**config.mk**
```make
export PLATFORM = sky130hd
export DESIGN_NAME = mem_bus_arbiter_flat
export DESIGN_NICKNAME = d
export VERILOG_FILES = /design/src/rtl/mem_bus_arbiter_if.sv /design/src/rtl/mem_bus_arbiter.sv /design/src/flat_wrapper.sv
export SDC_FILE = /design/constraint.sdc
export NUM_CORES = 1
export LEC_CHECK = 0
export BUFFER_PORTS_ARGS = -buffer_cell sky130_fd_sc_hd__buf_2
export CAP_MARGIN = 20
export CORE_ASPECT_RATIO = 0.5
export CORE_UTILIZATION = 38
export DETAILED_ROUTE_END_ITERATION = 6
export MAX_ROUTING_LAYER = met4
export PLACE_DENSITY = 0.78
export SYNTH_ARGS = -nofsm -noshare
export SYNTH_HDL_FRONTEND = slang
export SYNTH_SLANG_ARGS = --single-unit
```
**constraint.sdc**
```tcl
create_clock -name clk -period 1.4 [get_ports clk]
set_input_delay 0.14 -clock clk [delete_from_list [all_inputs] [get_ports clk]]
set_output_delay 0.14 -clock clk [all_outputs]
set_load 0.02 [all_outputs]
```
**src/rtl/mem_bus_arbiter_if.sv**
```systemverilog
// Shared memory bus between the arbiter (master) and the memory/fabric (slave).
interface mem_bus_arbiter_if;
    logic        bus_req_o;
    logic        bus_we_o;
    logic [31:0] bus_addr_o;
    logic [31:0] bus_wdata_o;
    logic [3:0]  bus_sel_o;
    logic [31:0] bus_rdata_i;
    logic        bus_ack_i;

    modport master (
        output bus_req_o, bus_we_o, bus_addr_o, bus_wdata_o, bus_sel_o,
        input  bus_rdata_i, bus_ack_i
    );

    modport slave (
        input  bus_req_o, bus_we_o, bus_addr_o, bus_wdata_o, bus_sel_o,
        output bus_rdata_i, bus_ack_i
    );
endinterface

```
**src/rtl/mem_bus_arbiter.sv**
```systemverilog
// Two-client (instruction fetch / MEM stage) arbiter onto a single shared bus.
// MEM has priority unless IF has been passed over STARVE_MAX times in a row.
// Each granted access has a bus-ack timeout that completes it with an error.
module mem_bus_arbiter #(
    parameter int TIMEOUT    = 16,
    parameter int STARVE_MAX = 4
) (
    input  logic        clk,
    input  logic        rst,
    // instruction fetch client
    input  logic        if_req_i,
    input  logic [31:0] if_addr_i,
    output logic [31:0] if_rdata_o,
    output logic        if_ack_o,
    output logic        if_err_o,
    // MEM stage client
    input  logic        mem_req_i,
    input  logic        mem_we_i,
    input  logic [31:0] mem_addr_i,
    input  logic [31:0] mem_wdata_i,
    input  logic [3:0]  mem_sel_i,
    output logic [31:0] mem_rdata_o,
    output logic        mem_ack_o,
    output logic        mem_err_o,
    // stage controller
    output logic        stall_if_o,
    output logic        stall_mem_o,
    // shared bus
    mem_bus_arbiter_if.master bus
);

    localparam int TMO_W = (TIMEOUT > 1) ? $clog2(TIMEOUT) : 1;
    localparam int SRV_W = $clog2(STARVE_MAX + 1);

    typedef enum logic [1:0] {IDLE, BUSY_IF, BUSY_MEM} state_t;

    state_t      state, state_nxt;
    logic [TMO_W-1:0] tmo_cnt, tmo_nxt;
    logic [SRV_W-1:0] starve_cnt, starve_nxt;

    logic        req_q, req_nxt;
    logic        we_q, we_nxt;
    logic [31:0] addr_q, addr_nxt;
    logic [31:0] wdata_q, wdata_nxt;
    logic [3:0]  sel_q, sel_nxt;

    logic busy, ack_ok, expire, done, if_wins;

    assign bus.bus_req_o   = req_q;
    assign bus.bus_we_o    = we_q;
    assign bus.bus_addr_o  = addr_q;
    assign bus.bus_wdata_o = wdata_q;
    assign bus.bus_sel_o   = sel_q;

    // Completion qualifiers: ack only counts while our strobe is up, so a late
    // ack after reset or after a timeout is dropped; a real ack beats expiry.
    assign busy    = (state != IDLE);
    assign ack_ok  = req_q & bus.bus_ack_i;
    assign expire  = busy & ~ack_ok & (tmo_cnt == TMO_W'(TIMEOUT - 1));
    assign done    = busy & (ack_ok | expire);
    assign if_wins = if_req_i & (~mem_req_i | (starve_cnt == SRV_W'(STARVE_MAX)));

    // State, counters and registered bus drive.
    always_ff @(posedge clk) begin
        if (rst) begin
            state      <= IDLE;
            tmo_cnt    <= '0;
            starve_cnt <= '0;
            req_q      <= 1'b0;
            we_q       <= 1'b0;
            addr_q     <= '0;
            wdata_q    <= '0;
            sel_q      <= '0;
        end else begin
            state      <= state_nxt;
            tmo_cnt    <= tmo_nxt;
            starve_cnt <= starve_nxt;
            req_q      <= req_nxt;
            we_q       <= we_nxt;
            addr_q     <= addr_nxt;
            wdata_q    <= wdata_nxt;
            sel_q      <= sel_nxt;
        end
    end

    // Next-state: grant selection in IDLE, completion/timeout tracking in BUSY.
    always_comb begin
        state_nxt  = state;
        tmo_nxt    = tmo_cnt;
        starve_nxt = starve_cnt;
        req_nxt    = req_q;
        we_nxt     = we_q;
        addr_nxt   = addr_q;
        wdata_nxt  = wdata_q;
        sel_nxt    = sel_q;
        case (state)
            IDLE: begin
                if (!if_req_i)
                    starve_nxt = '0;
                if (if_wins) begin
                    state_nxt  = BUSY_IF;
                    req_nxt    = 1'b1;
                    we_nxt     = 1'b0;
                    addr_nxt   = if_addr_i;
                    wdata_nxt  = '0;
                    sel_nxt    = 4'hF;
                    tmo_nxt    = '0;
                    starve_nxt = '0;
                end else if (mem_req_i) begin
                    state_nxt  = BUSY_MEM;
                    req_nxt    = 1'b1;
                    we_nxt     = mem_we_i;
                    addr_nxt   = mem_addr_i;
                    wdata_nxt  = mem_wdata_i;
                    sel_nxt    = mem_sel_i;
                    tmo_nxt    = '0;
                    if (if_req_i && starve_cnt != SRV_W'(STARVE_MAX))
                        starve_nxt = starve_cnt + 1'b1;
                end
            end
            BUSY_IF, BUSY_MEM: begin
                if (done) begin
                    state_nxt = IDLE;
                    req_nxt   = 1'b0;
                end else begin
                    tmo_nxt = tmo_cnt + 1'b1;
                end
            end
            default: state_nxt = IDLE;
        endcase
    end

    // Client responses: owner-only, combinational with the bus ack, silent in reset.
    always_comb begin
        if_ack_o    = ~rst & (state == BUSY_IF)  & done;
        mem_ack_o   = ~rst & (state == BUSY_MEM) & done;
        if_err_o    = if_ack_o  & ~ack_ok;
        mem_err_o   = mem_ack_o & ~ack_ok;
        if_rdata_o  = (if_ack_o  & ack_ok) ? bus.bus_rdata_i : 32'h0;
        mem_rdata_o = (mem_ack_o & ack_ok) ? bus.bus_rdata_i : 32'h0;
        stall_if_o  = ~rst & if_req_i  & ~if_ack_o;
        stall_mem_o = ~rst & mem_req_i & ~mem_ack_o;
    end

endmodule

```
**src/flat_wrapper.sv**
```systemverilog
// flat-port wrapper written by rule: the top's interface ports become plain ports
module mem_bus_arbiter_flat 
#(
    parameter int TIMEOUT    = 16,
    parameter int STARVE_MAX = 4
)
  (clk, rst, if_req_i, if_addr_i, if_rdata_o, if_ack_o, if_err_o, mem_req_i, mem_we_i, mem_addr_i, mem_wdata_i, mem_sel_i, mem_rdata_o, mem_ack_o, mem_err_o, stall_if_o, stall_mem_o, bus_bus_req_o, bus_bus_we_o, bus_bus_addr_o, bus_bus_wdata_o, bus_bus_sel_o, bus_bus_rdata_i, bus_bus_ack_i);
  mem_bus_arbiter_if bus_i ();
  input  logic clk;
  input  logic rst;
  input  logic if_req_i;
  input  logic [31:0] if_addr_i;
  output logic [31:0] if_rdata_o;
  output logic if_ack_o;
  output logic if_err_o;
  input  logic mem_req_i;
  input  logic mem_we_i;
  input  logic [31:0] mem_addr_i;
  input  logic [31:0] mem_wdata_i;
  input  logic [3:0] mem_sel_i;
  output logic [31:0] mem_rdata_o;
  output logic mem_ack_o;
  output logic mem_err_o;
  output logic stall_if_o;
  output logic stall_mem_o;
  output wire logic [$bits(bus_i.bus_req_o)-1:0] bus_bus_req_o;
  output wire logic [$bits(bus_i.bus_we_o)-1:0] bus_bus_we_o;
  output wire logic [$bits(bus_i.bus_addr_o)-1:0] bus_bus_addr_o;
  output wire logic [$bits(bus_i.bus_wdata_o)-1:0] bus_bus_wdata_o;
  output wire logic [$bits(bus_i.bus_sel_o)-1:0] bus_bus_sel_o;
  input wire logic [$bits(bus_i.bus_rdata_i)-1:0] bus_bus_rdata_i;
  input wire logic [$bits(bus_i.bus_ack_i)-1:0] bus_bus_ack_i;
  assign bus_bus_req_o = bus_i.bus_req_o;
  assign bus_bus_we_o = bus_i.bus_we_o;
  assign bus_bus_addr_o = bus_i.bus_addr_o;
  assign bus_bus_wdata_o = bus_i.bus_wdata_o;
  assign bus_bus_sel_o = bus_i.bus_sel_o;
  assign bus_i.bus_rdata_i = bus_bus_rdata_i;
  assign bus_i.bus_ack_i = bus_bus_ack_i;
  mem_bus_arbiter #(.TIMEOUT(TIMEOUT), .STARVE_MAX(STARVE_MAX)) u_core (.clk(clk), .rst(rst), .if_req_i(if_req_i), .if_addr_i(if_addr_i), .if_rdata_o(if_rdata_o), .if_ack_o(if_ack_o), .if_err_o(if_err_o), .mem_req_i(mem_req_i), .mem_we_i(mem_we_i), .mem_addr_i(mem_addr_i), .mem_wdata_i(mem_wdata_i), .mem_sel_i(mem_sel_i), .mem_rdata_o(mem_rdata_o), .mem_ack_o(mem_ack_o), .mem_err_o(mem_err_o), .stall_if_o(stall_if_o), .stall_mem_o(stall_mem_o), .bus(bus_i));
endmodule
```
==> flow_summary.json, run 1 <==
{
  "outcome": "complete, but fails checks",
  "violations": "setup timing",
  "cap_violations": 0,
  "slew_violations": 0,
  "io_pins": 278,
  "drive_gt1_share_pct": 69.53,
  "fill_cells": 629,
  "slowest_stage": "dfxtp_4",
  "power_density_nw_per_um2": 1065,
  "critical_path.top_delay_family": "buffers and inverters",
  "cts_tree": "yes",
  "rsz0062_at_grt": "true",
  "max_slew_margin_pct": 52.50,
  "ir_drop_uv": 677.3,
  "crit_path_max_incr_delay_ns": 0.36,
  "synthesis.area_um2": 4024,
  "wl_per_cell_um": 19.69,
  "cellLeakagePower_nw": 3.692,
  "synth_edf_count": 0,
  "postCtsHoldBufs": 0,
  "grt_pass1_wl_um": 24140,
  "seq_area_frac_synth_pct": 39.30,
  "crit_path_frequent_cell": "buf_6",
  "layout_setup_ws_ns": -0.4943,
  "crit_buf_inv": 4,
  "place_congestion": 0.8247,
  "async_reset_ff_share_pct": 0,
  "pre_cts_ws_ns": -0.1764,
  "detail_route.vias_per_cell": 5.354,
  "ys_warn_count": 0,
  "grt_start_max_net_pins": 44,
  "postSynthCellCount": 496,
  "crit_arrival_ns": 1.75,
  "setup_tns_ns": -55.15,
  "cts-buffers-inserted": 9,
  "die_w_um": 147.5,
  "synth_fp_nets": 640,
  "finClkSkew_ns": 0.005995,
  "wirelength_um": 19080,
  "finalInstanceArea_um2": 7935,
  "cts_max_level": 3,
  "core_area_um2": 10250,
  "rows": 26,
  "critPathMaxFanout": 16,
  "layout.nets": 967,
  "grt_pass1_vias": 4775,
  "numPortBuffers": 277,
  "grt_remaining_overflow": 0,
  "post-route-min-period_ns": 1.894,
  "cp-end-kind": "output pin",
  "cts-root-buf": "clkbuf_16",
  "crit_chain": "buf_4, ha_4, nand2b_4, nor3_4, buf_6, buf_16, and2_4, buf_6",
  "hold_violations": 0,
  "grt.total_usage_pct": 28.97,
  "ys_ff_latch": 79,
  "avgSynthCellArea_um2": 8.113,
  "ant_nets": 0,
  "clk_path_buf_depth": 2,
  "drc": 0,
  "fin_crit_sh_pct": 135.3,
  "clk_pin_slew_ns": 0.06,
  "holdWs_ns": 0.05079,
  "initial_core_util_pct": 39.27,
  "drtIter0Drc": 347,
  "worstSkewPairLatency_ns": 0.33,
  "dp_hpwl_um": 9916,
  "crit_required_ns": 1.26,
  "first_pass_iters": 5,
  "synth_cell_types": 40,
  "cts_sinks": 79,
  "place_area_um2": 5972,
  "min_path_type": "input port to flop",
  "finalSetupViolations": 149,
  "cp-start-kind": "flop",
  "antenna_found_initial": 2,
  "fmax_mhz": 527.9,
  "fp.dieH_um": 74.77,
  "area_growth_pct": 97.20,
  "dr_total_vias": 5188,
  "ys_dominant_reg_cell": "dfxtp_1",
  "worst_slew_pin_slew_ns": 0.7124,
  "dieArea_um2": 11030,
  "critical_path_class": "flop to output pin"
}
==> flip-flops by register name, summed over array words and instances, names as in the netlist <==
name and count:
u_core.bus.bus_wdata_o 32, u_core.bus.bus_addr_o 32, u_core.bus.bus_we_o 1, u_core.bus.bus_sel_o 4, u_core.state 2, u_core.tmo_cnt 4, u_core.starve_cnt 3, u_core.bus.bus_req_o 1
==> cells in the final DEF (no fill, tap or decap), types with 5 or more instances in the layout <==
master / synthesis / final
buf_6: 2 / 87
nor2_1: 45 / 34
nand3_1: 36 / 8
buf_4: 14 / 37
nand3_2: 0 / 25
buf_12: 0 / 14
nor3_1: 9 / 5
dfxtp_1: 79 / 74
buf_2: 10 / 207
nor2_4: 1 / 7
and2_4: 0 / 61
clkbuf_16: 0 / 16
nand2_1: 102 / 98
buf_16: 0 / 6
a311oi_2: 26 / 31
nor2_2: 0 / 5
a21oi_2: 0 / 25
a21oi_1: 40 / 14
==> kinds of logic after synthesis <==
group                      Yosys count  share of synthesized area, %
buffers and inverters               48                         6.467
muxes                                1                        0.2488
AOI/OAI and AO/OA                   85                         18.94
adders and majority gates            6                         1.866
and+or+nand+nor                    275                         32.74
xor gates and xnor gates             2                        0.4354
DFF                                 79                         39.30
==> stage by stage <==
stage | util [%] | std cells | total power [mW]
after floorplan | - | 496 | 4.068
after global placement | 58.28 | 906 | 4.737
after detailed placement | 58.28 | 906 | 4.794
after CTS | 71.17 | 948 | 7.794
after global routing | 77.44 | 969 | 8.734
final | 77.44 | 969 | 8.447
==> metal layers <==
layer / wire length (um) / GRT usage (%) / vias up
li1: - / - / 2347
met1: 6962 / 29.99 / 2480
met2: 10120 / 55.40 / 271
met3: 1147 / 6.000 / 90
met4: 846 / 11.45 / 0
met5: 0 / - / -
==> worst paths after layout <==
path,startpoint,to,slack [ns],depth (start not counted)
max,u_core.state[1],mem_rdata_o[9],-0.49,8
min,mem_wdata_i[24],u_core.bus.bus_wdata_o[24],0.05,3
max reg2reg,u_core.state[0],u_core.bus.bus_addr_o[6],-0.42,11
min reg2reg,u_core.bus.bus_wdata_o[19],u_core.bus.bus_wdata_o[19],0.45,2
==> synthesized netlist by cell type (all sizes together) (3+ instances only) <==
cell type    n  area share (%)
a21oi       40             5.0
a311oi      32              11
and2        66              10
buf         26             4.4
clkbuf      17             1.6
dfxtp       79              39
ha           6             1.9
inv          5            0.47
nand2      102             9.5
nand2b       5            0.78
nand3       36             4.5
nor2        46             4.5
nor3        11             1.6
o211ai       3            0.68
o21ai        4            0.59
==> what timing repair did <==
action / in CTS / in global routing
gates resized for setup: 189 / 102
setup endpoints to repair: 145 / 149
setup buffers: 19 / 17
hold endpoints to repair: 0 / 0
pin swaps: 15 / 65
gates cloned: 8 / 7
==> worst reg2reg max path, stage by stage (launching register included) <==
cell      delay (ns)
dfxtp_4         0.37
inv_4           0.08
ha_4            0.20
buf_6           0.12
buf_6           0.12
inv_6           0.04
nor2_4          0.15
buf_12          0.16
buf_12          0.13
buf_12          0.11
buf_16          0.11
a311oi_2        0.08
==> area by class of cell <==
cell class,count,area (um2),share of cell area (%)
tap,140,175.2,2.208
clock buffer,11,242.7,3.059
inverter,5,28.78,0.3627
sequential,79,1593,20.07
multi-input combinational,369,2892,36.44
timing repair buffer,359,2929,36.91
clock inverter,4,70.07,0.8830
antenna,2,5.005,0.06307
==> report_power, final <==
part | switching [mW] | internal (mW) | total, mW
Sequential | 0.174 | 2.52 | 2.70
Clock | 0.910 | 1.60 | 2.51
Combinational | 1.73 | 1.51 | 3.25
Power figures use the tool's default switching activity.
==> run 2: changes to the inputs <==
Settings changed: BUFFER_PORTS_ARGS -buffer_cell sky130_fd_sc_hd__buf_2 to unset, CORE_AREA set to 2 2 108 110, CORE_ASPECT_RATIO 0.5 to unset, CORE_UTILIZATION 38 to unset, DIE_AREA set to 0 0 110 112, DONT_BUFFER_PORTS set to 1, PLACE_DENSITY 0.78 to unset.
Clock period 1.4 ns to 1.8 ns, I/O delays scaled along.
==> run 2 against run 1 <==
  * The run ends with hold timing, setup timing left
  * Worst hold slack worse by 0.14 ns
  * Routed wire length down 34%
  * Register-to-register slack better by 0.54 ns
  * First-iteration DRC count is 58% lower
  * Clock power is 31% lower
  * Utilization down 33 points
  * Total power decreased by 40%
  * Sequential cell count stayed put
  * Sequential power fell by 13%
  * Critical path depth decreased by 1
  * Critical path type unchanged
  * Largest cell class is now multi-input gates
  * Highest routed layer unchanged
==> flow_summary.json, run 2 (synthesis results as in run 1) <==
{
  "outcome": "complete, but fails checks",
  "violations": "hold timing, setup timing",
  "fin_crit_sh_pct": 103.0,
  "antenna_cells": 0,
  "first_pass_iters": 4,
  "crit_path_max_incr_delay_ns": 0.33,
  "drtIter0Drc": 145,
  "combPwrFrac_pct": 20.0,
  "finalSetupViolations": 49,
  "place_congestion": 0.7589,
  "swShare_pct": 33.93,
  "finalNonFillerCells": 645,
  "crit_chain": "buf_4, ha_4, nand2b_4, nor3_4, buf_6, buf_16, and2_2",
  "reg2reg_slack_ns": 0.12,
  "power_mw": 5.089,
  "wl_per_cell_um": 19.55,
  "cts-root-buf": "clkbuf_16",
  "dpl.cell_count": 618,
  "fill_cells": 1095,
  "critPathMaxFanout": 16,
  "fmax_mhz": 539.2,
  "layout_setup_ws_ns": -0.05462,
  "clk_pin_slew_ns": 0.07,
  "cts_sinks": 79,
  "p_switching_mw": 1.726,
  "drc": 0,
  "power.internal_mw": 3.362,
  "cp-start-kind": "flop",
  "numPortBuffers": 0,
  "min_path_type": "input port to flop",
  "dieArea_um2": 12320,
  "crit_arrival_ns": 1.67,
  "ir_drop_uv": 521.7,
  "cp-end-kind": "output pin",
  "ant_nets": 0,
  "rsz0062_at_grt": "true",
  "grt_pass1_wl_um": 17800,
  "io_pins": 278,
  "worst_slew_pin_slew_ns": 0.3762,
  "grt_remaining_overflow": 0,
  "core_area_um2": 11170,
  "grt_start_max_net_pins": 82,
  "hold_violations": 76,
  "sequentialPowerShare_pct": 46.2,
  "drive_gt1_share_pct": 33.47,
  "antenna_found_initial": 0,
  "clk_path_buf_depth": 2,
  "cts_tree": "yes",
  "critical_path_class": "flop to output pin",
  "pre_cts_ws_ns": -0.04775,
  "worstSkewPairLatency_ns": 0.33,
  "max_slew_margin_pct": 74.88,
  "fp.dieH_um": 112,
  "pwr-share-clk_pct": 33.7,
  "post-route-min-period_ns": 1.855,
  "cellLeakagePower_nw": 1.928,
  "layout.nets": 641,
  "crit_required_ns": 1.62,
  "slew_violations": 0,
  "final_common_cell": "nand2_1",
  "finClkSkew_ns": 0.006539,
  "die_w_um": 110,
  "multiInputGateArea_um2": 2422,
  "power_density_nw_per_um2": 1026,
  "dr_total_vias": 3564,
  "rows": 39,
  "grt_pass1_vias": 3533,
  "cts_max_level": 3,
  "grt.total_usage_pct": 19.40,
  "area_growth_pct": 23.29,
  "wirelength_um": 12610,
  "slowest_stage": "dfxtp_2",
  "cap_violations": 0,
  "final_cell_mix": "nand2_1 (101), dfxtp_1 (74), nor2_1 (43), and2_4 (42), a21oi_1 (40)",
  "dp_hpwl_um": 8595,
  "detail_route.vias_per_cell": 5.526,
  "regArea_um2": 1588,
  "holdWs_ns": -0.08600,
  "initial_core_util_pct": 36.01,
  "cts-buffers-inserted": 9
}
==> run 2: cell count changes in the layout (fill, tap and decap cells not counted), moves of 20 or more <==
cell     before  now
nand3_1       8   36
buf_6        87    6
buf_2       207    0
and2_2        4   24
a21oi_1      14   40
buf_4        37   13
nand3_2      25    0
a21oi_2      25    0
==> run 2: stage by stage <==
step	cell area [um2]	setup TNS, ns	utilization, %
2_1_floorplan	4024	-0.1438	-
5_1_grt	4961	-4.508	44.40
6_report	4961	-0.9447	44.40
4_1_cts	4811	-1.201	43.05
3_3_place_gp	4214	0	37.71
3_5_place_dp	4214	-0.2375	37.71
==> run 2: path summary, 6_finish.rpt <==
path	start	endpoint	depth (start not counted)
hold reg to reg	u_core.tmo_cnt[1]	u_core.tmo_cnt[1]	2
setup / recovery	u_core.state[1]	mem_rdata_o[18]	7
hold / removal	rst	u_core.bus.bus_addr_o[21]	1
setup reg to reg	u_core.state[0]	u_core.bus.bus_wdata_o[13]	9
==> run 2: critical path: cells and delay by family (launching register included) <==
kind | cells | cell delay [ns]
flip-flops | 1 | 0.33
adder cells (fa/ha/maj) | 1 | 0.14
AND/OR/NAND/NOR | 3 | 0.47
buffers and inverters | 3 | 0.39
==> run 2: area by class of cell <==
cell class | count | area share, %
multi-input cells | 369 | 48.83
flip-flops and latches | 79 | 32.00
repair buffers | 33 | 9.483
clock buffers | 9 | 4.540
well taps | 143 | 3.607
clock inverters | 7 | 1.160
inverters | 5 | 0.3783
==> run 2: what timing repair did <==
| action | CTS | global route |
|---|---|---|
| pin swaps | 17 | 23 |
| resized for setup | 122 | 16 |
| cloned | 2 | 3 |
| setup buffers | 5 | 1 |
| endpoints found under the hold margin | 76 | 76 |
| setup endpoints to repair | 95 | 99 |
==> run 2: per-layer routing <==
| layer | part of all wire [%] | vias to the layer above | track usage (%) |
|---|---|---|---|
| met5 | 0 | - | - |
| met4 | 2.2 | 0 | 7.426 |
| met3 | 9.1 | 17 | 5.679 |
| li1 | - | 1680 | - |
| met2 | 54 | 205 | 36.16 |
| met1 | 34 | 1662 | 18.19 |
==> run 2: power groups by stage <==
stage	Sequential (mW)	Clock [mW]	Combinational (mW)
floorplan	2.33	0	0.753
finish	2.35	1.72	1.02
global placement	2.38	0	0.836
detailed placement	2.38	0	0.878
global route	2.37	1.84	1.12
CTS	2.35	1.76	0.931
